**src/rtl/ws2812_pkg.sv**
```systemverilog
// Shared WS2812 definitions: pixel width, sequencer states and latch-gap timing.
package ws2812_pkg;

  localparam int PIXEL_W = 24;

  typedef enum logic [1:0] {
    IDLE,
    LOAD,
    WAIT,
    LATCH
  } state_t;

  // Number of clock cycles the line must stay idle to latch a frame.
  function automatic int latch_cycles(input int f_clk, input int reset_us);
    return (f_clk / 1_000_000) * reset_us;
  endfunction

endpackage

```
**src/rtl/ws2812_frame_sequencer_if.sv**
```systemverilog
// Pixel handoff between the frame sequencer (master) and the bit controller (slave).
interface ws2812_frame_sequencer_if;
  import ws2812_pkg::*;

  logic [PIXEL_W-1:0] pixel_data;
  logic               pixel_load;
  logic               pixel_done;

  modport master (output pixel_data, output pixel_load, input pixel_done);
  modport slave  (input pixel_data, input pixel_load, output pixel_done);

endinterface

```
**src/rtl/ws2812_pixel_buffer.sv**
```systemverilog
// Frame buffer: one GRB word per pixel, synchronous write, combinational read.
module ws2812_pixel_buffer
  import ws2812_pkg::*;
#(
  parameter int NUM_PIXELS = 8,
  parameter int ADDR_W     = 3
) (
  input  logic               clk,
  input  logic               rst_n,
  input  logic               wr_en,
  input  logic [ADDR_W-1:0]  wr_addr,
  input  logic [PIXEL_W-1:0] wr_data,
  input  logic [ADDR_W-1:0]  rd_addr,
  output logic [PIXEL_W-1:0] rd_data
);

  logic [PIXEL_W-1:0] mem_q [NUM_PIXELS];
  logic [PIXEL_W-1:0] mem_d [NUM_PIXELS];

  // Write decode; addresses past the last pixel match no entry and are dropped.
  always_comb begin
    for (int i = 0; i < NUM_PIXELS; i++) begin
      mem_d[i] = mem_q[i];
      if (wr_en && (wr_addr == ADDR_W'(i))) begin
        mem_d[i] = wr_data;
      end
    end
  end

  // Read mux; an unmatched address reads as zero rather than indexing off the end.
  always_comb begin
    rd_data = '0;
    for (int i = 0; i < NUM_PIXELS; i++) begin
      if (rd_addr == ADDR_W'(i)) begin
        rd_data = mem_q[i];
      end
    end
  end

  // Storage; cleared to black on reset.
  always_ff @(posedge clk or negedge rst_n) begin
    if (!rst_n) begin
      for (int i = 0; i < NUM_PIXELS; i++) begin
        mem_q[i] <= '0;
      end
    end else begin
      mem_q <= mem_d;
    end
  end

endmodule

```
**src/rtl/ws2812_frame_sequencer.sv**
```systemverilog
// Feeds a frame of pixels to the WS2812 bit controller one word at a time,
// then holds the line idle for the latch gap and reports frame_done.
module ws2812_frame_sequencer
  import ws2812_pkg::*;
#(
  parameter int F_CLK      = 50_000_000,
  parameter int NUM_PIXELS = 8,
  parameter int RESET_US   = 80,
  parameter int ADDR_W     = (NUM_PIXELS > 1) ? $clog2(NUM_PIXELS) : 1
) (
  input  logic                  clk,
  input  logic                  rst_n,
  input  logic                  wr_en,
  input  logic [ADDR_W-1:0]     wr_addr,
  input  logic [PIXEL_W-1:0]    wr_data,
  input  logic                  start,
  output logic                  busy,
  output logic                  frame_done,
  ws2812_frame_sequencer_if.master pix
);

  localparam int                 LATCH_CYCLES = latch_cycles(F_CLK, RESET_US);
  localparam int                 CNT_W        = $clog2(LATCH_CYCLES + 1);
  localparam logic [CNT_W-1:0]   CNT_LAST     = CNT_W'(LATCH_CYCLES - 1);
  localparam logic [ADDR_W-1:0]  IDX_LAST     = ADDR_W'(NUM_PIXELS - 1);

  state_t              state_q, state_d;
  logic [ADDR_W-1:0]   idx_q, idx_d;
  logic [CNT_W-1:0]    cnt_q, cnt_d;
  logic                busy_q, busy_d;
  logic                frame_done_q, frame_done_d;
  logic                pixel_load_q, pixel_load_d;
  logic [PIXEL_W-1:0]  pixel_data_q, pixel_data_d;
  logic [PIXEL_W-1:0]  rd_data;

  // The buffer is addressed with the next index so the word is captured on
  // the same edge that enters LOAD; a same-edge write therefore reads old data.
  ws2812_pixel_buffer #(
    .NUM_PIXELS (NUM_PIXELS),
    .ADDR_W     (ADDR_W)
  ) u_buf (
    .clk     (clk),
    .rst_n   (rst_n),
    .wr_en   (wr_en),
    .wr_addr (wr_addr),
    .wr_data (wr_data),
    .rd_addr (idx_d),
    .rd_data (rd_data)
  );

  // Next state, pixel index, latch counter and busy flag.
  always_comb begin
    state_d = state_q;
    idx_d   = idx_q;
    cnt_d   = cnt_q;
    busy_d  = busy_q;
    case (state_q)
      IDLE: begin
        if (start) begin
          state_d = LOAD;
          idx_d   = '0;
          busy_d  = 1'b1;
        end
      end
      LOAD: state_d = WAIT;
      WAIT: begin
        if (pix.pixel_done) begin
          if (idx_q == IDX_LAST) begin
            state_d = LATCH;
            cnt_d   = '0;
          end else begin
            idx_d   = idx_q + 1'b1;
            state_d = LOAD;
          end
        end
      end
      LATCH: begin
        if (cnt_q == CNT_LAST) begin
          state_d = IDLE;
          cnt_d   = '0;
          busy_d  = 1'b0;
        end else begin
          cnt_d = cnt_q + 1'b1;
        end
      end
      default: state_d = IDLE;
    endcase
  end

  // Registered outputs derived from the state being entered.
  always_comb begin
    pixel_load_d = 1'b0;
    pixel_data_d = pixel_data_q;
    if (state_d == LOAD) begin
      pixel_load_d = 1'b1;
      pixel_data_d = rd_data;
    end
    frame_done_d = (state_d == LATCH) && (cnt_d == CNT_LAST);
  end

  // All sequencer state and outputs.
  always_ff @(posedge clk or negedge rst_n) begin
    if (!rst_n) begin
      state_q      <= IDLE;
      idx_q        <= '0;
      cnt_q        <= '0;
      busy_q       <= 1'b0;
      frame_done_q <= 1'b0;
      pixel_load_q <= 1'b0;
      pixel_data_q <= '0;
    end else begin
      state_q      <= state_d;
      idx_q        <= idx_d;
      cnt_q        <= cnt_d;
      busy_q       <= busy_d;
      frame_done_q <= frame_done_d;
      pixel_load_q <= pixel_load_d;
      pixel_data_q <= pixel_data_d;
    end
  end

  assign busy           = busy_q;
  assign frame_done     = frame_done_q;
  assign pix.pixel_load = pixel_load_q;
  assign pix.pixel_data = pixel_data_q;

endmodule

```
**src/flat_wrapper.sv**
```systemverilog
// flat-port wrapper written by rule: the top's interface ports become plain ports
module ws2812_frame_sequencer_flat import ws2812_pkg::*;
#(
  parameter int F_CLK      = 50_000_000,
  parameter int NUM_PIXELS = 8,
  parameter int RESET_US   = 80,
  parameter int ADDR_W     = (NUM_PIXELS > 1) ? $clog2(NUM_PIXELS) : 1
)
  (clk, rst_n, wr_en, wr_addr, wr_data, start, busy, frame_done, pix_pixel_data, pix_pixel_load, pix_pixel_done);
  ws2812_frame_sequencer_if pix_i ();
  input  logic clk;
  input  logic rst_n;
  input  logic wr_en;
  input  logic [ADDR_W-1:0] wr_addr;
  input  logic [PIXEL_W-1:0] wr_data;
  input  logic start;
  output logic busy;
  output logic frame_done;
  output wire logic [$bits(pix_i.pixel_data)-1:0] pix_pixel_data;
  output wire logic [$bits(pix_i.pixel_load)-1:0] pix_pixel_load;
  input wire logic [$bits(pix_i.pixel_done)-1:0] pix_pixel_done;
  assign pix_pixel_data = pix_i.pixel_data;
  assign pix_pixel_load = pix_i.pixel_load;
  assign pix_i.pixel_done = pix_pixel_done;
  ws2812_frame_sequencer #(.F_CLK(F_CLK), .NUM_PIXELS(NUM_PIXELS), .RESET_US(RESET_US), .ADDR_W(ADDR_W)) u_core (.clk(clk), .rst_n(rst_n), .wr_en(wr_en), .wr_addr(wr_addr), .wr_data(wr_data), .start(start), .busy(busy), .frame_done(frame_done), .pix(pix_i));
endmodule
```
**config.mk**
```make
export PLATFORM = sky130hd
export DESIGN_NAME = ws2812_frame_sequencer_flat
export DESIGN_NICKNAME = d
export VERILOG_FILES = /design/src/rtl/ws2812_pkg.sv /design/src/rtl/ws2812_frame_sequencer_if.sv /design/src/rtl/ws2812_pixel_buffer.sv /design/src/rtl/ws2812_frame_sequencer.sv /design/src/flat_wrapper.sv
export SDC_FILE = /design/constraint.sdc
export NUM_CORES = 1
export LEC_CHECK = 0
export ABC_AREA = 1
export CAP_MARGIN = 20
export CORE_MARGIN = 4
export CORE_UTILIZATION = 44
export CTS_BUF_LIST = sky130_fd_sc_hd__clkbuf_8
export CTS_CLUSTER_SIZE = 14
export DETAILED_ROUTE_END_ITERATION = 6
export GPL_ROUTABILITY_DRIVEN = 0
export PLACE_DENSITY = 0.58
export SETUP_SLACK_MARGIN = 0.5
export SLEW_MARGIN = 10
export SYNTH_ARGS = -nofsm -noshare
export SYNTH_HDL_FRONTEND = slang
export SYNTH_HIERARCHICAL = 1
export SYNTH_SLANG_ARGS = --single-unit
```
**constraint.sdc**
```tcl
create_clock -name clk -period 5.3 [get_ports clk]
set_clock_uncertainty 0.05 [all_clocks]
set_input_delay 0.53 -clock clk [delete_from_list [all_inputs] [get_ports clk]]
set_output_delay 0.53 -clock clk [all_outputs]
set_load 0.02 [all_outputs]
```
==> impl_summary.log, run 1 <==
INFO  metric status = complete, no violations
INFO  metric tritoncts = done
INFO  metric r2r_start = u_core/idx_q[0]
INFO  metric routed_wire_length_per_instance = 17.1 um
INFO  metric holdBufCountCts = 1
INFO  metric power-per-cell-area = 487 mW/mm2
INFO  metric layout.cells.non_filler = 1647
INFO  metric critPathRequiredTime = 5710 ps
INFO  metric r2r-end = u_core/pix.pixel_data[6]
INFO  metric grt_first_pass_wirelength = 45700 um
INFO  metric detailed_place_hpwl = 16600 um
INFO  metric report.final.setup_viol = 0
INFO  metric route.detailed.vias_per_inst = 5.25
INFO  metric diodes = 0
INFO  metric multi_input_area = 0.00404 mm2
INFO  metric core_area = 0.0242 mm2
INFO  metric post-route-min-period = 3340 ps
INFO  metric route.final.wire_length = 28200 um
INFO  metric dp_cells = 1573
INFO  metric num-fill-cells = 2309
INFO  metric drt_pass1_iterations = 5
INFO  metric io_pins = 59
INFO  metric initial_antenna_violation_count = 0
INFO  metric worst_ir_drop_on_vdd = 315 uV
INFO  metric post_layout_nets = 1328
INFO  metric numCtsBuffers = 41
INFO  metric timing.slew.headroom = 44.7%
INFO  metric drt_drc_violations_left = 0
INFO  metric layout_worst_path_cycle_share = 63.0%
INFO  metric final-max-slew-violation-count = 0
INFO  metric antenna_violating_nets_post_route = 0
INFO  metric power_leakage = 5.80 nW
INFO  metric routed-via-count = 8652
INFO  metric place_worst_setup_slack = 1560 ps
INFO  metric hold_class = reg -> reg
INFO  metric flow.area_growth_from_synthesis = 13.9%
INFO  metric design.die.area = 0.0271 mm2
INFO  metric final.setup.worst_slack = 1960 ps
INFO  metric critPathLaunchType = flip-flop
INFO  metric synth_nets = 1286
INFO  metric drive_above_1_share = 9.45%
INFO  metric netlist-cell-type-count = 32
INFO  metric hold-path-cell-count = 2
INFO  metric final_common_cell = sky130_fd_sc_hd__nand2_1
INFO  metric depth_of_the_worst_register_to_register_path = 13
INFO  metric synthesized_area_divided_by_synthesized_cell_count = 8.61 um2
INFO  metric totalNegativeSetupSlack = 0 ps
INFO  metric clkSlewWorstSetupHoldPaths = 60 ps
INFO  metric grt_setup_unrepaired = no
INFO  metric final_cell_mix = sky130_fd_sc_hd__nand2_1, sky130_fd_sc_hd__dfrtp_1, sky130_fd_sc_hd__o21ai_0
INFO  metric ctsResizeCount = 0
INFO  metric end_kind = flip-flop
INFO  metric gr-usage-met2 = 32.4%
INFO  metric post-cts-setup-buffers = 0
INFO  metric via_count_of_the_first_global_routing_pass = 8282
INFO  metric groute.usage.overall = 21.4%
INFO  metric synthesis.instances = 1252
INFO  metric synth-seq-area-share = 54.8%
INFO  metric first_iter_violations = 741
INFO  metric initial_cell_density_of_the_core = 44.6%
INFO  metric drv_cap = 0
INFO  metric crit_end = u_core/pix.pixel_data[6]
INFO  metric overflow = 0
INFO  metric cts-htree-levels = 2
INFO  metric die_height = 165 um
INFO  metric path_class = reg -> reg
INFO  metric worstSetupStartpoint = u_core/idx_q[0]
INFO  metric clock_sinks = 236
INFO  metric yosys_warnings = 6
INFO  metric max_clock_freq = 0.299 GHz
INFO  metric hold_ws = 425 ps
INFO  metric final_hold_viol_count = 0
INFO  metric busiest_layer = met2
INFO  metric sequential_cell_area = 0.00591 mm2
INFO  metric rows = 57
INFO  metric global_route.usage.met3 = 4.07%
INFO  metric synth_seq_cells = 236
INFO  metric die_outline_width = 165 um
INFO  metric ff2ff_setup_slack = 1960 ps
INFO  metric synth.cell_area = 0.0108 mm2
INFO  metric ctsLongestPathBuffers = 3
INFO  metric crit_path_max_fanout = 26
INFO  metric io_buffer_count = 58
INFO  metric clockRootBuffer = sky130_fd_sc_hd__clkbuf_8
INFO  metric worst_slew_pin_slew = 829 ps
INFO  metric arrival_time_of_the_worst_setup_path = 3750 ps
INFO  metric clk-insertion-delay-late = 540 ps
INFO  metric grt_start_max_net_pins = 106
INFO  metric grtUsageMet1 = 31.7%
==> where the power goes <==
| part | total (W) | leakage [nW] | internal (W) | switching [W] |
|---|---|---|---|---|
| combinational | 0.00184 | 2.36 | 0.000606 | 0.00124 |
| clock | 0.00166 | 0.484 | 0.000939 | 0.000720 |
| sequential | 0.00248 | 2.95 | 0.00221 | 0.000274 |
==> sequential cells by signal, indices dropped and copies added (netlist names) <==
name,count
u_core/busy,1
u_core/cnt_q,12
u_core/frame_done,1
u_core/idx_q,3
u_core/pix.pixel_data,24
u_core/pix.pixel_load,1
u_core/state_q,2
u_core/u_buf/mem_q,192
==> cell type report <==
cell class,instances,area share (%)
sequential,236,48.1
multi-input combinational,850,32.9
timing repair buffer,79,6.23
clock buffer,53,5.94
tap,324,3.30
inverter,86,2.71
clock inverter,19,0.835
==> cells by family after synthesis <==
family / after synthesis / synth area share (%)
fa+ha+maj: 2 / 0.232
simple gates: 642 / 27.4
buf+inv: 166 / 7.90
flops: 236 / 54.8
compound gates: 206 / 9.72
==> per-stage QoR <==
step                util, %  power (W)  instance area, um2
floorplan                 -    0.00377               10800
global placement       47.2    0.00433               11400
detailed placement     47.2    0.00436               11400
CTS                    50.7    0.00604               12300
global route           50.8    0.00640               12300
finish                 50.8    0.00598               12300
==> worst max-delay path, stage by stage, from the launching register on <==
cell	delay, ps
sky130_fd_sc_hd__dfrtp_1	390
sky130_fd_sc_hd__ha_1	220
sky130_fd_sc_hd__nand2_1	100
sky130_fd_sc_hd__inv_1	50
sky130_fd_sc_hd__nor3_1	190
sky130_fd_sc_hd__a22oi_1	140
sky130_fd_sc_hd__nor2_4	550
sky130_fd_sc_hd__inv_4	330
sky130_fd_sc_hd__nor3_4	510
sky130_fd_sc_hd__buf_4	390
sky130_fd_sc_hd__nand2_1	90
sky130_fd_sc_hd__nand4_1	120
sky130_fd_sc_hd__nand2_2	50
sky130_fd_sc_hd__nand2_1	60
==> worst min-delay path by stage <==
| stage | slack [ps] | end | start |
|---|---|---|---|
| 5_1_grt | 440 | u_core/pix.pixel_data[1] | u_core/pix.pixel_data[1] |
| 3_3_place_gp | 410 | u_core/busy | u_core/busy |
| 6_report | 420 | u_core/pix.pixel_data[1] | u_core/pix.pixel_data[1] |
| 2_1_floorplan | 180 | u_core/busy | rst_n |
| 4_1_cts | 430 | u_core/busy | u_core/busy |
| 3_5_place_dp | 420 | u_core/pix.pixel_data[1] | u_core/pix.pixel_data[1] |
==> per-layer routing <==
metal | share of wire, % | up-vias
li1 | - | 4244
met1 | 48 | 4131
met2 | 44 | 240
met3 | 5.8 | 37
met4 | 1.6 | 0
met5 | 0 | -
==> Yosys cell counts, drive strengths merged <==
library cell / instances / share of area [%]
nor2: 102 / 3.8
nand2: 368 / 13
a21oi: 24 / 1.1
o21ai: 178 / 8.3
nand4: 121 / 7.0
a22oi: 2 / 0.14
inv: 86 / 3.1
o211ai: 1 / 0.070
a32o: 1 / 0.093
nand3: 45 / 2.4
clkbuf: 22 / 0.77
dfrtp: 236 / 55
nor3: 6 / 0.64
buf: 58 / 4.1
ha: 2 / 0.23
No activity file was read; power rests on OpenSTA's default activity.
==> inputs of run 2 (changes only) <==
==> constraint.sdc (replaced) <==
create_clock -name clk -period 3.2 [get_ports clk]
set_clock_uncertainty 0.05 [all_clocks]
set_input_delay 0.32 -clock clk [delete_from_list [all_inputs] [get_ports clk]]
set_output_delay 0.32 -clock clk [all_outputs]
set_load 0.02 [all_outputs]
==> impl_summary.log, run 2 (synthesized netlist as in run 1, its figures left out) <==
INFO  metric status = complete, no violations
INFO  metric max_ffs_per_register = 192 (unchanged)
INFO  metric first_iter_violations = 792 (+6.9%)
INFO  metric post-route-min-period = 2500 ps (-842 ps)
INFO  metric max_stage_delay = 390 ps (-160 ps)
INFO  metric critPathLaunchType = flip-flop
INFO  metric end_kind = flip-flop
INFO  metric initial_antenna_violation_count = 0 (unchanged)
INFO  metric final_hold_viol_count = 0 (unchanged)
INFO  metric worstPathCellList = ha_1 > nand2_1 > inv_1 > nor3_2 > a22oi_1 > nor2_4 > inv_4 > buf_4 > nor3_4 > buf_4 > nand2_1 > nand4_1 > nand2_2 > nand2_2
INFO  metric die_outline_width = 165 um (unchanged)
INFO  metric die_height = 165 um (unchanged)
INFO  metric overflow = 0 (unchanged)
INFO  metric drive_above_1_share = 10.5% (+1.0 points)
INFO  metric max_clock_freq = 0.400 GHz (+34%)
INFO  metric groute.usage.overall = 21.7% (+0.27 points)
INFO  metric cpMaxStageDelayCell = sky130_fd_sc_hd__dfrtp_1
INFO  metric clockRootBuffer = sky130_fd_sc_hd__clkbuf_8
INFO  metric final-max-slew-violation-count = 0 (unchanged)
INFO  metric power-per-cell-area = 814 mW/mm2 (+67%)
INFO  metric rows = 57 (unchanged)
INFO  metric total_power = 0.0102 W (+70%)
INFO  metric clk-insertion-delay-late = 530 ps (about the same)
INFO  metric ctsLongestPathBuffers = 3 (unchanged)
INFO  metric routed-via-count = 8842 (+2.2%)
INFO  metric routed_wire_length_per_instance = 17.6 um (+3.0%)
INFO  metric worst_slew_pin_slew = 690 ps (-140 ps)
INFO  metric critPathRequiredTime = 3620 ps (-2090 ps)
INFO  metric timing.slew.headroom = 54.0% (+9.3 points)
INFO  metric worst_ir_drop_on_vdd = 430 uV (+37%)
INFO  metric antenna_violating_nets_post_route = 0 (unchanged)
INFO  metric drv_cap = 0 (unchanged)
INFO  metric path_class = reg -> reg
INFO  metric layout_worst_path_cycle_share = 78.0% (+15 points)
INFO  metric crit_path_max_fanout = 25 (-3.8%)
INFO  metric register_with_the_highest_flop_count = u_core/u_buf/mem_q
INFO  metric clock_sinks = 236 (unchanged)
INFO  metric route.detailed.vias_per_inst = 5.33 (+1.5%)
INFO  metric report.final.setup_viol = 0 (unchanged)
INFO  metric grt_start_max_net_pins = 94 (-11%)
INFO  metric detailed_place_hpwl = 16800 um (+1.3%)
INFO  metric power_leakage = 5.90 nW (+1.9%)
INFO  metric finish.utilization = 51.8% (+0.95 points)
INFO  metric totalNegativeSetupSlack = 0 ps (unchanged)
INFO  metric depth_of_the_worst_register_to_register_path = 14 (+1)
INFO  metric cts-htree-levels = 2 (unchanged)
INFO  metric final_cell_mix = sky130_fd_sc_hd__nand2_1, sky130_fd_sc_hd__dfrtp_1, sky130_fd_sc_hd__o21ai_0
INFO  metric route.final.wire_length = 29300 um (+3.7%)
INFO  metric final_common_cell = sky130_fd_sc_hd__nand2_1
INFO  metric initial_cell_density_of_the_core = 44.6% (unchanged)
INFO  metric diodes = 0 (unchanged)
INFO  metric tritoncts = done
INFO  metric flow.area_growth_from_synthesis = 16.1%
INFO  metric io_buffer_count = 58 (unchanged)
INFO  metric drt_drc_violations_left = 0 (unchanged)
INFO  metric via_count_of_the_first_global_routing_pass = 8507 (+2.7%)
INFO  metric hold_class = in -> async
INFO  metric clkSlewWorstSetupHoldPaths = 60 ps (about the same)
INFO  metric arrival_time_of_the_worst_setup_path = 2920 ps (-830 ps)
INFO  metric numCtsBuffers = 41 (unchanged)
INFO  metric grt_setup_unrepaired = no
INFO  metric hold_ws = 337 ps (-88.4 ps)
INFO  metric io_pins = 59 (unchanged)
INFO  metric core_area = 0.0242 mm2 (unchanged)
INFO  metric drt_pass1_iterations = 7 (+2)
INFO  metric grt_first_pass_wirelength = 46300 um (+1.4%)
INFO  metric design.die.area = 0.0271 mm2 (unchanged)
INFO  metric post_layout_nets = 1340 (+0.90%)
==> run 2: critical path: cells and delay by family (launching register included) <==
kind / cells / cell delay [ps]
buffers and inverters: 4 / 630
and+or+nand+nor: 8 / 1030
AOI/OAI and AO/OA: 1 / 130
DFF: 1 / 390
adders and majority gates: 1 / 200
==> run 2: final cells by class <==
cell class	instances	area, um2
clock buffer	52	716
clock inverter	19	129
fill	2315	11700
inverter	86	333
multi-input combinational	850	4050
sequential	236	5910
tap	324	405
timing repair buffer	91	977
==> run 2: what timing repair did <==
action                                  in CTS  in global routing
setup buffers                                3                  1
pin swaps                                    2                  1
hold endpoints to repair                    81                  0
endpoints found under the setup margin      24                 24
hold buffers                                 1                  0
resized for setup                            4                 12
gates cloned                                 0                  2
==> run 2: power breakdown <==
group	total (W)	switching (W)	internal [W]
Clock	0.00280	0.00119	0.00161
Combinational	0.00329	0.00214	0.00114
Sequential	0.00410	0.000446	0.00366
Total	0.0102	0.00378	0.00641
==> run 2: worst paths after layout <==
kind	to	slack (ps)	start
worst max-delay path	u_core/pix.pixel_data[23]	700	u_core/idx_q[1]
worst min-delay path	u_core/u_buf/mem_q[41]	340	rst_n
worst max register to register	u_core/pix.pixel_data[23]	700	u_core/idx_q[1]
worst min register to register	u_core/pix.pixel_data[1]	420	u_core/pix.pixel_data[1]
max in group asynchronous	u_core/state_q[1]	1940	rst_n
min in group clk	u_core/u_buf/mem_q[21]	410	wr_data[21]
==> run 2: stage by stage <==
| stage | worst slack [ps] | instances | area (um2) |
|---|---|---|---|
| final | 703 | 1658 | 12500 |
| after CTS | 522 | 1655 | 12400 |
| after global routing | 493 | 1658 | 12500 |
| after floorplan | 1090 | 1252 | 10800 |
| after detailed placement | 196 | 1580 | 11500 |
| after global placement | 222 | 1580 | 11500 |
==> run 2: layer usage <==
layer | track usage (%) | wire length, um | part of all wire [%] | up-vias
li1 | - | - | - | 4271
met1 | 31.8 | 13700 | 47 | 4222
met2 | 33.7 | 13100 | 45 | 305
met3 | 3.49 | 1940 | 6.6 | 44
met4 | 5.63 | 554 | 1.9 | 0
met5 | 0 | 0 | 0 | -
==> inputs of run 3 (changes only) <==
==> constraint.sdc (replaced) <==
create_clock -name clk -period 2.49 [get_ports clk]
set_clock_uncertainty 0.05 [all_clocks]
set_input_delay 0.249 -clock clk [delete_from_list [all_inputs] [get_ports clk]]
set_output_delay 0.249 -clock clk [all_outputs]
set_load 0.02 [all_outputs]
==> impl_summary.log, run 3 (synthesized netlist as in run 1, its figures left out) <==
INFO  metric status = complete, no violations
INFO  metric crit_path_max_fanout = 6 (-76%)
INFO  metric grt_setup_unrepaired = yes
INFO  metric io_pins = 59 (unchanged)
INFO  metric clk-insertion-delay-late = 550 ps (+20 ps)
INFO  metric uppermost_routed_layer = met4
INFO  metric drive_above_1_share = 15.0% (+4.5 points)
INFO  metric die_height = 165 um (unchanged)
INFO  metric p_comb_share = 35.2% (+2.9 points)
INFO  metric critPathLaunchType = flip-flop
INFO  metric die_outline_width = 165 um (unchanged)
INFO  metric initial_antenna_violation_count = 0 (unchanged)
INFO  metric cpMaxStageDelayCell = sky130_fd_sc_hd__dfrtp_1
INFO  metric post_layout_nets = 1376 (+2.7%)
INFO  metric proportion_of_power_drawn_by_flip_flops_and_latches = 40.0% (-0.3 points)
INFO  metric report.final.setup_viol = 0 (unchanged)
INFO  metric flow.area_growth_from_synthesis = 21.4%
INFO  metric critical_path_buf_inv_count = 5 (+1)
INFO  metric dp_cells = 1603 (+1.5%)
INFO  metric max_stage_delay = 380 ps (about the same)
INFO  metric post-route-min-period = 2310 ps (-187 ps)
INFO  metric final-max-slew-violation-count = 0 (unchanged)
INFO  metric ctsLongestPathBuffers = 3 (unchanged)
INFO  metric clkSlewWorstSetupHoldPaths = 60 ps (about the same)
INFO  metric core_area = 0.0242 mm2 (unchanged)
INFO  metric grt_first_pass_wirelength = 47300 um (+2.0%)
INFO  metric power.switching = 0.00500 W (+32%)
INFO  metric layout_worst_path_cycle_share = 92.8% (+15 points)
INFO  metric hold_class = in -> async
INFO  metric worstPathCellList = ha_2 > nand2_4 > inv_2 > nor3_4 > a22oi_2 > nor2_4 > buf_12 > inv_12 > nor3_4 > buf_4 > buf_2 > nand2_1 > nand4_1 > nand2_2 > nand2_1
INFO  metric route.detailed.vias_per_inst = 5.27 (-1.1%)
INFO  metric clock_sinks = 236 (unchanged)
INFO  metric layout.cells.non_filler = 1691 (+2.0%)
INFO  metric register_with_the_highest_flop_count = u_core/u_buf/mem_q
INFO  metric clockRootBuffer = sky130_fd_sc_hd__clkbuf_8
INFO  metric rows = 57 (unchanged)
INFO  metric antenna_violating_nets_post_route = 0 (unchanged)
INFO  metric drv_cap = 0 (unchanged)
INFO  metric path_class = reg -> reg
INFO  metric wl_met2 = 13500 um (+3.6%)
INFO  metric final.setup.worst_slack = 180 ps (-523 ps)
INFO  metric final_cell_mix = sky130_fd_sc_hd__nand2_1, sky130_fd_sc_hd__dfrtp_1, sky130_fd_sc_hd__o21ai_0
INFO  metric io_buffer_count = 58 (unchanged)
INFO  metric groute.usage.overall = 22.2% (+0.57 points)
INFO  metric timing.slew.headroom = 64.1% (+10 points)
INFO  metric design.die.area = 0.0271 mm2 (unchanged)
INFO  metric cell_internal_pwr = 0.00827 W (+29%)
INFO  metric hold_ws = 178 ps (-159 ps)
INFO  metric cpLargestDelayFamily = simple AND/OR/NAND/NOR gates
INFO  metric routed_wire_length_per_instance = 17.6 um (-0.14%)
INFO  metric power_leakage = 6.19 nW (+4.9%)
INFO  metric grt_start_max_net_pins = 60 (-36%)
INFO  metric power-per-cell-area = 1010 mW/mm2 (+25%)
INFO  metric arrival_time_of_the_worst_setup_path = 2730 ps (-190 ps)
INFO  metric drt_drc_violations_left = 0 (unchanged)
INFO  metric via_count_of_the_first_global_routing_pass = 8536 (+0.34%)
INFO  metric worst_slew_pin_slew = 538 ps (-152 ps)
INFO  metric tritoncts = done
INFO  metric cts-htree-levels = 2 (unchanged)
INFO  metric worst_ir_drop_on_vdd = 486 uV (+13%)
INFO  metric place_worst_setup_slack = -8.32 ps (-204 ps)
INFO  metric diodes = 0 (unchanged)
INFO  metric max_ffs_per_register = 192 (unchanged)
INFO  metric dr_wl_met3 = 1900 um (-2.0%)
INFO  metric initial_cell_density_of_the_core = 44.6% (unchanged)
INFO  metric first_iter_violations = 934 (+18%)
INFO  metric overflow = 0 (unchanged)
INFO  metric detailed_place_hpwl = 18400 um (+9.3%)
INFO  metric final_common_cell = sky130_fd_sc_hd__nand2_1
INFO  metric final_hold_viol_count = 0 (unchanged)
INFO  metric max_clock_freq = 0.433 GHz (+8.1%)
INFO  metric switching_share = 37.7% (+0.61 points)
INFO  metric end_kind = flip-flop
INFO  metric critPathRequiredTime = 2910 ps (-710 ps)
INFO  metric detail_route.wirelength.met1 = 14000 um (+1.9%)
INFO  metric drt_pass1_iterations = 5 (-2)
INFO  metric routed-via-count = 8917 (+0.85%)
INFO  metric numCtsBuffers = 40 (-2.4%)
INFO  metric clock_power_share = 24.8% (-2.7 points)
INFO  metric route.final.wire_length = 29800 um (+1.8%)
[run 3: area by class of cell]
type / instances / area, um2
repair inverters: 1 / 7.51
repair buffers: 127 / 1510
fillers: 2241 / 11100
inverters: 86 / 348
well taps: 324 / 405
multi-input cells: 850 / 4150
flip-flops and latches: 236 / 5910
clock buffers: 49 / 674
clock inverters: 18 / 77.6
[run 3: metrics by stage]
stage | cell area (um2) | util [%] | power (W) | setup TNS [ps]
final | 13100 | 54.1 | 0.0133 | 0
after global routing | 13100 | 54.1 | 0.0141 | 0
after CTS | 12900 | 53.4 | 0.0133 | 0
after detailed placement | 11900 | 49.4 | 0.00974 | -8.32
after global placement | 11900 | 49.4 | 0.00968 | 0
after floorplan | 10800 | - | 0.00807 | 0
[run 3: timing repair]
| action | 4_1_cts | 5_1_grt |
|---|---|---|
| pin swaps | 11 | 25 |
| endpoints found under the hold margin | 55 | 0 |
| setup buffers | 8 | 6 |
| cloned | 4 | 2 |
| hold buffers | 1 | 0 |
| resized for setup | 19 | 33 |
| endpoints found under the setup margin | 24 | 27 |
[run 3: worst register-to-register path, stage by stage, from the launching register on]
cell,delay [ps]
sky130_fd_sc_hd__dfrtp_1,380
sky130_fd_sc_hd__ha_2,210
sky130_fd_sc_hd__nand2_4,70
sky130_fd_sc_hd__inv_2,50
sky130_fd_sc_hd__nor3_4,140
sky130_fd_sc_hd__a22oi_2,100
sky130_fd_sc_hd__nor2_4,250
sky130_fd_sc_hd__buf_12,160
sky130_fd_sc_hd__inv_12,50
sky130_fd_sc_hd__nor3_4,180
sky130_fd_sc_hd__buf_4,160
sky130_fd_sc_hd__buf_2,160
sky130_fd_sc_hd__nand2_1,70
sky130_fd_sc_hd__nand4_1,100
sky130_fd_sc_hd__nand2_2,50
sky130_fd_sc_hd__nand2_1,50
[run 3: power groups by stage]
stage,sequential (W),clock (W),combinational [W]
6_report,0.00530,0.00329,0.00468
5_1_grt,0.00540,0.00355,0.00517
4_1_cts,0.00528,0.00338,0.00461
3_5_place_dp,0.00534,0,0.00440
3_3_place_gp,0.00533,0,0.00435
2_1_floorplan,0.00533,0,0.00274
[run 3: path summary, 6_finish.rpt]
path	end	depth (start not counted)	startpoint	slack, ps
max	u_core/pix.pixel_data[6]	15	u_core/idx_q[0]	180
min	u_core/u_buf/mem_q[24]	2	rst_n	180
max reg2reg	u_core/pix.pixel_data[6]	15	u_core/idx_q[0]	180
min reg2reg	u_core/pix.pixel_data[1]	2	u_core/pix.pixel_data[1]	430
max in group asynchronous	u_core/state_q[0]	3	rst_n	1440
min in group clk	u_core/u_buf/mem_q[20]	3	wr_data[20]	370
[run 3: per-layer routing]
metal | vias up | global-route usage, %
met2 | 267 | 34.6
met4 | 0 | 4.42
met5 | - | 0
met1 | 4276 | 32.9
li1 | 4332 | -
met3 | 42 | 4.09
==> RTL change 1, RTL diff (flow settings as in run 2) <==
`pixel_data_q` no longer has a reset.
--- a/src/rtl/ws2812_frame_sequencer.sv
+++ b/src/rtl/ws2812_frame_sequencer.sv
@@ -107,7 +107,6 @@
       busy_q       <= 1'b0;
       frame_done_q <= 1'b0;
       pixel_load_q <= 1'b0;
-      pixel_data_q <= '0;
     end else begin
       state_q      <= state_d;
       idx_q        <= idx_d;
@@ -115,8 +114,11 @@
       busy_q       <= busy_d;
       frame_done_q <= frame_done_d;
       pixel_load_q <= pixel_load_d;
-      pixel_data_q <= pixel_data_d;
     end
+  end
+
+  always_ff @(posedge clk) begin
+    pixel_data_q <= pixel_data_d;
   end
 
   assign busy           = busy_q;
Function: differs if rst_n is asserted again (counterexample within 4 cycles, from zero or initial values and one cycle with rst_n low); with rst_n held inactive, the same outputs for 4 cycles.
==> RTL change 1 against run 2 <==
- setup slack worse by 0.053 ns
- area after synthesis down 2.7%
- via count down 5.5%
- critical path depth decreased by 1
- routed wire length shrank 6.7%
- utilization is 0.16 points higher
- clock power down 4%
- total power up 3.3%
- fmax fell by 2.1%
- cell area shrank 2.6%
- count of clock-buffer cells in the layout down 2
- sequential cell count unchanged
- sequential share of layout area up 2.2 points
- critical endpoint is now u_core/pix.pixel_data[6]
- largest cell class unchanged
==> RTL change 1: results (changes against run 2) <==
* Drt first pass iters at 5 (-2)
* Async set-reset flop share out of synthesis at 89.8% (-10 points)
* Total power at 10.5 mW (+3.3%)
* Leakage at 5.56 nW (-5.7%)
* Avg Vias per Cell at 5.28 (-0.98%)
* Top post-synthesis cells by area: dfrtp_1, nand2_1, o21ai_0
* Adder-cell share of the synthesized area at 0.239% (+0.0065 points)
* Routed length on met2 at 12.3 mm (-5.5%)
* Worst-path maximum fanout at 18 (-28%)
* Worst vdd ir at 0.435 mV (+1.1%)
* Placed instance area at 0.0113 mm^2 (-1.5%)
* Post-synth EDFFs at 24 (+24)
* Mean Syn Cell Area at 8.96 um^2 (+4.1%)
* Avg WL per Cell at 17.3 um (-2.2%)
* Layout cell share with drive strength beyond 1 at 9.82% (-0.68 points)
* Outcome: completed
* Mapped Nets at 1204 (-6.4%)
* Hpwl dp at 16.9 mm (+0.75%)
* WL met3 at 1.29 mm (-33%)
* Switching Fraction at 37.6% (+0.54 points)
* Detailed Route Iter0 Violations at 738 (-6.8%)
* Post-synth top cells: nand2_1, dfrtp_1, o21ai_0, nand4_1, nor2_1
* Total GRT Usage at 21.1% (-0.55 points)
* Final net count at 1267 (-5.4%)
* Met1 wire length at 13.0 mm (-5.0%)
* Dpl ws at 0.559 ns (+0.363 ns)
* Clock Power at 2.69 mW (-4%)
* Largest net degree at the start of global routing at 82 (-13%)
* Vias in the first global route at 8158 (-4.1%)
* Routed wire length at 27.3 mm (-6.7%)
* Biggest register: u_core/u_buf/mem_q
* Worst Tran Pin Value at 0.723 ns (+0.0336 ns)
* Combinational power at 3.50 mW (+6.4%)
* Max stage delay on crit path at 0.42 ns (+0.03 ns)
==> RTL change 1: worst reg2reg max path, delay by kind of cell (launching register included) <==
kind | cells | cell delay (ns)
simple gates | 9 | 0.93
fa+ha+maj | 1 | 0.23
buf+inv | 3 | 0.65
flops | 1 | 0.42
==> RTL change 1: kinds of logic after synthesis <==
kind of cell,after synthesis
and+or+nand+nor,570
AOI/OAI and AO/OA,206
DFF,236
adders and majority gates,2
buffers and inverters,156
==> RTL change 1: area by class of cell <==
class | instances | area (um^2)
inverter | 80 | 308
sequential | 236 | 6030
clock inverter | 23 | 124
tap | 319 | 399
timing repair buffer | 96 | 922
multi-input combinational | 778 | 3720
clock buffer | 50 | 688
fill | 2233 | 11300
==> RTL change 1: per-layer routing <==
layer	global-route usage (%)	vias up
li1	-	4079
met5	0	-
met2	33.0	232
met1	30.8	3991
met4	6.34	0
met3	3.14	52
==> RTL change 1: timing repair <==
action                                 in CTS  in global routing
resized for setup                           0                  2
setup buffers                               0                  3
hold buffers                                1                  0
setup endpoints to repair                   0                 23
endpoints found under the hold margin      78                  0
==> RTL change 1: worst paths after layout <==
kind                                         startpoint                        to  slack [ns]  cells past startpoint
worst max register to register          u_core/idx_q[0]  u_core/pix.pixel_data[6]        0.65                     13
worst min-delay path                              rst_n           u_core/cnt_q[7]        0.32                      2
worst min register to register  u_core/u_buf/mem_q[153]   u_core/u_buf/mem_q[153]        0.43                      2
max in group asynchronous                         rst_n    u_core/u_buf/mem_q[90]        1.78                      4
worst max-delay path                    u_core/idx_q[0]  u_core/pix.pixel_data[6]        0.65                     13
min in group clk                                  start               u_core/busy        0.42                      3
==> RTL change 2, RTL diff (flow settings as in run 2) <==
Without the edit above. `RESET_US` is set to 80 in 2 places; all go to 120.
--- a/src/rtl/ws2812_frame_sequencer.sv
+++ b/src/rtl/ws2812_frame_sequencer.sv
@@ -5,7 +5,7 @@
 #(
   parameter int F_CLK      = 50_000_000,
   parameter int NUM_PIXELS = 8,
-  parameter int RESET_US   = 80,
+  parameter int RESET_US   = 120,
   parameter int ADDR_W     = (NUM_PIXELS > 1) ? $clog2(NUM_PIXELS) : 1
 ) (
   input  logic                  clk,
--- a/src/flat_wrapper.sv
+++ b/src/flat_wrapper.sv
@@ -3,7 +3,7 @@
 #(
   parameter int F_CLK      = 50_000_000,
   parameter int NUM_PIXELS = 8,
-  parameter int RESET_US   = 80,
+  parameter int RESET_US   = 120,
   parameter int ADDR_W     = (NUM_PIXELS > 1) ? $clog2(NUM_PIXELS) : 1
 )
   (clk, rst_n, wr_en, wr_addr, wr_data, start, busy, frame_done, pix_pixel_data, pix_pixel_load, pix_pixel_done);
Check against the original RTL: no difference found for any inputs over 4 cycles, from zero or initial values and one cycle with rst_n low; that may be too few to reach the edited logic, so the function may still have changed.
==> RTL change 2 against run 2 <==
- sequential cell count grew 1
- largest power group unchanged
- area after synthesis about the same
- highest routed layer unchanged
- setup slack worse by 0.0087 ns
- non-clock buffer count is 5 higher
- combinational power increased by 11%
- routed wire length fell by 6.4%
- total power up 3.6%
- cell area decreased by 0.33%
==> RTL change 2: results (changes against run 2) <==
* FF-to-FF Start: u_core/idx_q[0]
* Top post-synthesis cells by area: dfrtp_1, nand2_1, o21ai_0
* Sequential area share after synthesis at 55.0% (+0.26 points)
* Worst vdd ir at 0.468 mV (+8.9%)
* Layout cell share with drive strength beyond 1 at 10.8% (+0.33 points)
* Mapped Nets at 1255 (-2.4%)
* PD cells at 846 mW/mm^2 (+3.9%)
* Fillers at 2289 (-1.1%)
* CTS buffer count at 43 (+4.9%)
* Hold Fails Final Rpt at 0 (unchanged)
* Biggest register: u_core/u_buf/mem_q
* WP data arrival at 2.88 ns (-0.04 ns)
* Post-DRT Antenna Nets at 0 (unchanged)
* Worst-path maximum fanout at 31 (+24%)
* Hpwl dp at 16.8 mm (+0.21%)
* Leakage at 5.75 nW (-2.6%)
* Largest net degree at the start of global routing at 88 (-6.4%)
* Max stage delay on crit path at 0.42 ns (+0.03 ns)
* Post-synth cell types at 33 (+3.1%)
* Outcome: completed
* Vias in the first global route at 8278 (-2.7%)
* Slew Limit Fails at 0 (unchanged)
* Post-synth top cells: nand2_1, dfrtp_1, o21ai_0, nand4_1, nor2_1
* Detailed Route Iter0 Violations at 556 (-30%)
* Total GRT Usage at 21.0% (-0.65 points)
* Drt first pass iters at 5 (-2)
* Routed wire length at 27.4 mm (-6.4%)
* Dpl ws at 0.192 ns (-0.00398 ns)
* Worst slew margin at 55.3% (+1.3 points)
* Avg Vias per Cell at 5.23 (-1.9%)
* Global-route wire length before repair at 45.3 mm (-2.3%)
* Clk root buf: clkbuf_8
-- RTL change 2: cell types whose count changed after synthesis, sizes merged, moves of 2 or more --
cell,before,now
a21oi,24,27
a22oi,2,0
inv,86,72
mux2,0,24
nand2,368,320
nand3,45,47
nand4,121,125
o21ai,178,171
-- RTL change 2: path summary, 6_finish.rpt --
kind	cells past startpoint	slack, ns	endpoint
worst max-delay path	13	0.69	u_core/pix.pixel_data[12]
max in group asynchronous	3	1.89	u_core/u_buf/mem_q[116]
worst min register to register	2	0.43	u_core/u_buf/mem_q[86]
min in group clk	3	0.43	u_core/state_q[0]
worst min-delay path	2	0.33	u_core/u_buf/mem_q[30]
worst max register to register	13	0.69	u_core/pix.pixel_data[12]
-- RTL change 2: timing repair --
item                                    4_1_cts  5_1_grt
resized for setup                             2        6
endpoints found under the setup margin       24       24
hold buffers                                  1        0
cloned                                        1        0
setup buffers                                 2        8
endpoints found under the hold margin        82        0
pin swaps                                     2        5
-- RTL change 2: cell families after synthesis --
family / after synthesis / share of synthesized area (%)
AND/OR/NAND/NOR: 603 / 25.4
flip-flops: 237 / 55.0
multiplexers: 25 / 2.60
AO/OA/AOI/OAI: 201 / 9.44
buffers and inverters: 152 / 7.18
XOR/XNOR: 1 / 0.0813
adder cells (fa/ha/maj): 2 / 0.232
-- RTL change 2: where the power goes --
part / internal, mW / switching, mW
clock network: 1.49 / 1.20
logic: 1.38 / 2.27
registers: 3.71 / 0.511
total: 6.58 / 3.98
-- RTL change 2: stage by stage --
| stage | util, % | instance area (um^2) | cells |
|---|---|---|---|
| floorplan | - | 10800 | 1221 |
| global placement | 47.6 | 11500 | 1549 |
| detailed placement | 47.7 | 11500 | 1551 |
| CTS | 51.2 | 12400 | 1628 |
| global route | 51.6 | 12500 | 1636 |
| finish | 51.6 | 12500 | 1636 |
-- RTL change 2: worst max-delay path: cells and delay by family, from the launching register on --
kind / cells / cell delay, ns
buffers and inverters: 2 / 0.36
multiplexers: 2 / 0.38
flip-flops: 1 / 0.42
AND/OR/NAND/NOR: 8 / 0.93
adder cells (fa/ha/maj): 1 / 0.23
-- RTL change 2: cell type report --
type                       count  area, um^2  area share [%]
sequential                   237        5930            47.6
multi-input combinational    833        4120            33.0
timing repair buffer          96         928            7.44
clock buffer                  50         688            5.52
tap                          324         405            3.25
inverter                      73         279            2.24
clock inverter                23         121           0.973
-- RTL change 2: metal layers --
layer | vias up | global-route usage (%) | part of all wire (%)
li1 | 4234 | - | -
met3 | 34 | 3.72 | 5.4
met5 | - | 0 | 0
met4 | 0 | 6.09 | 2.0
met1 | 4076 | 30.2 | 47
met2 | 214 | 33.0 | 46
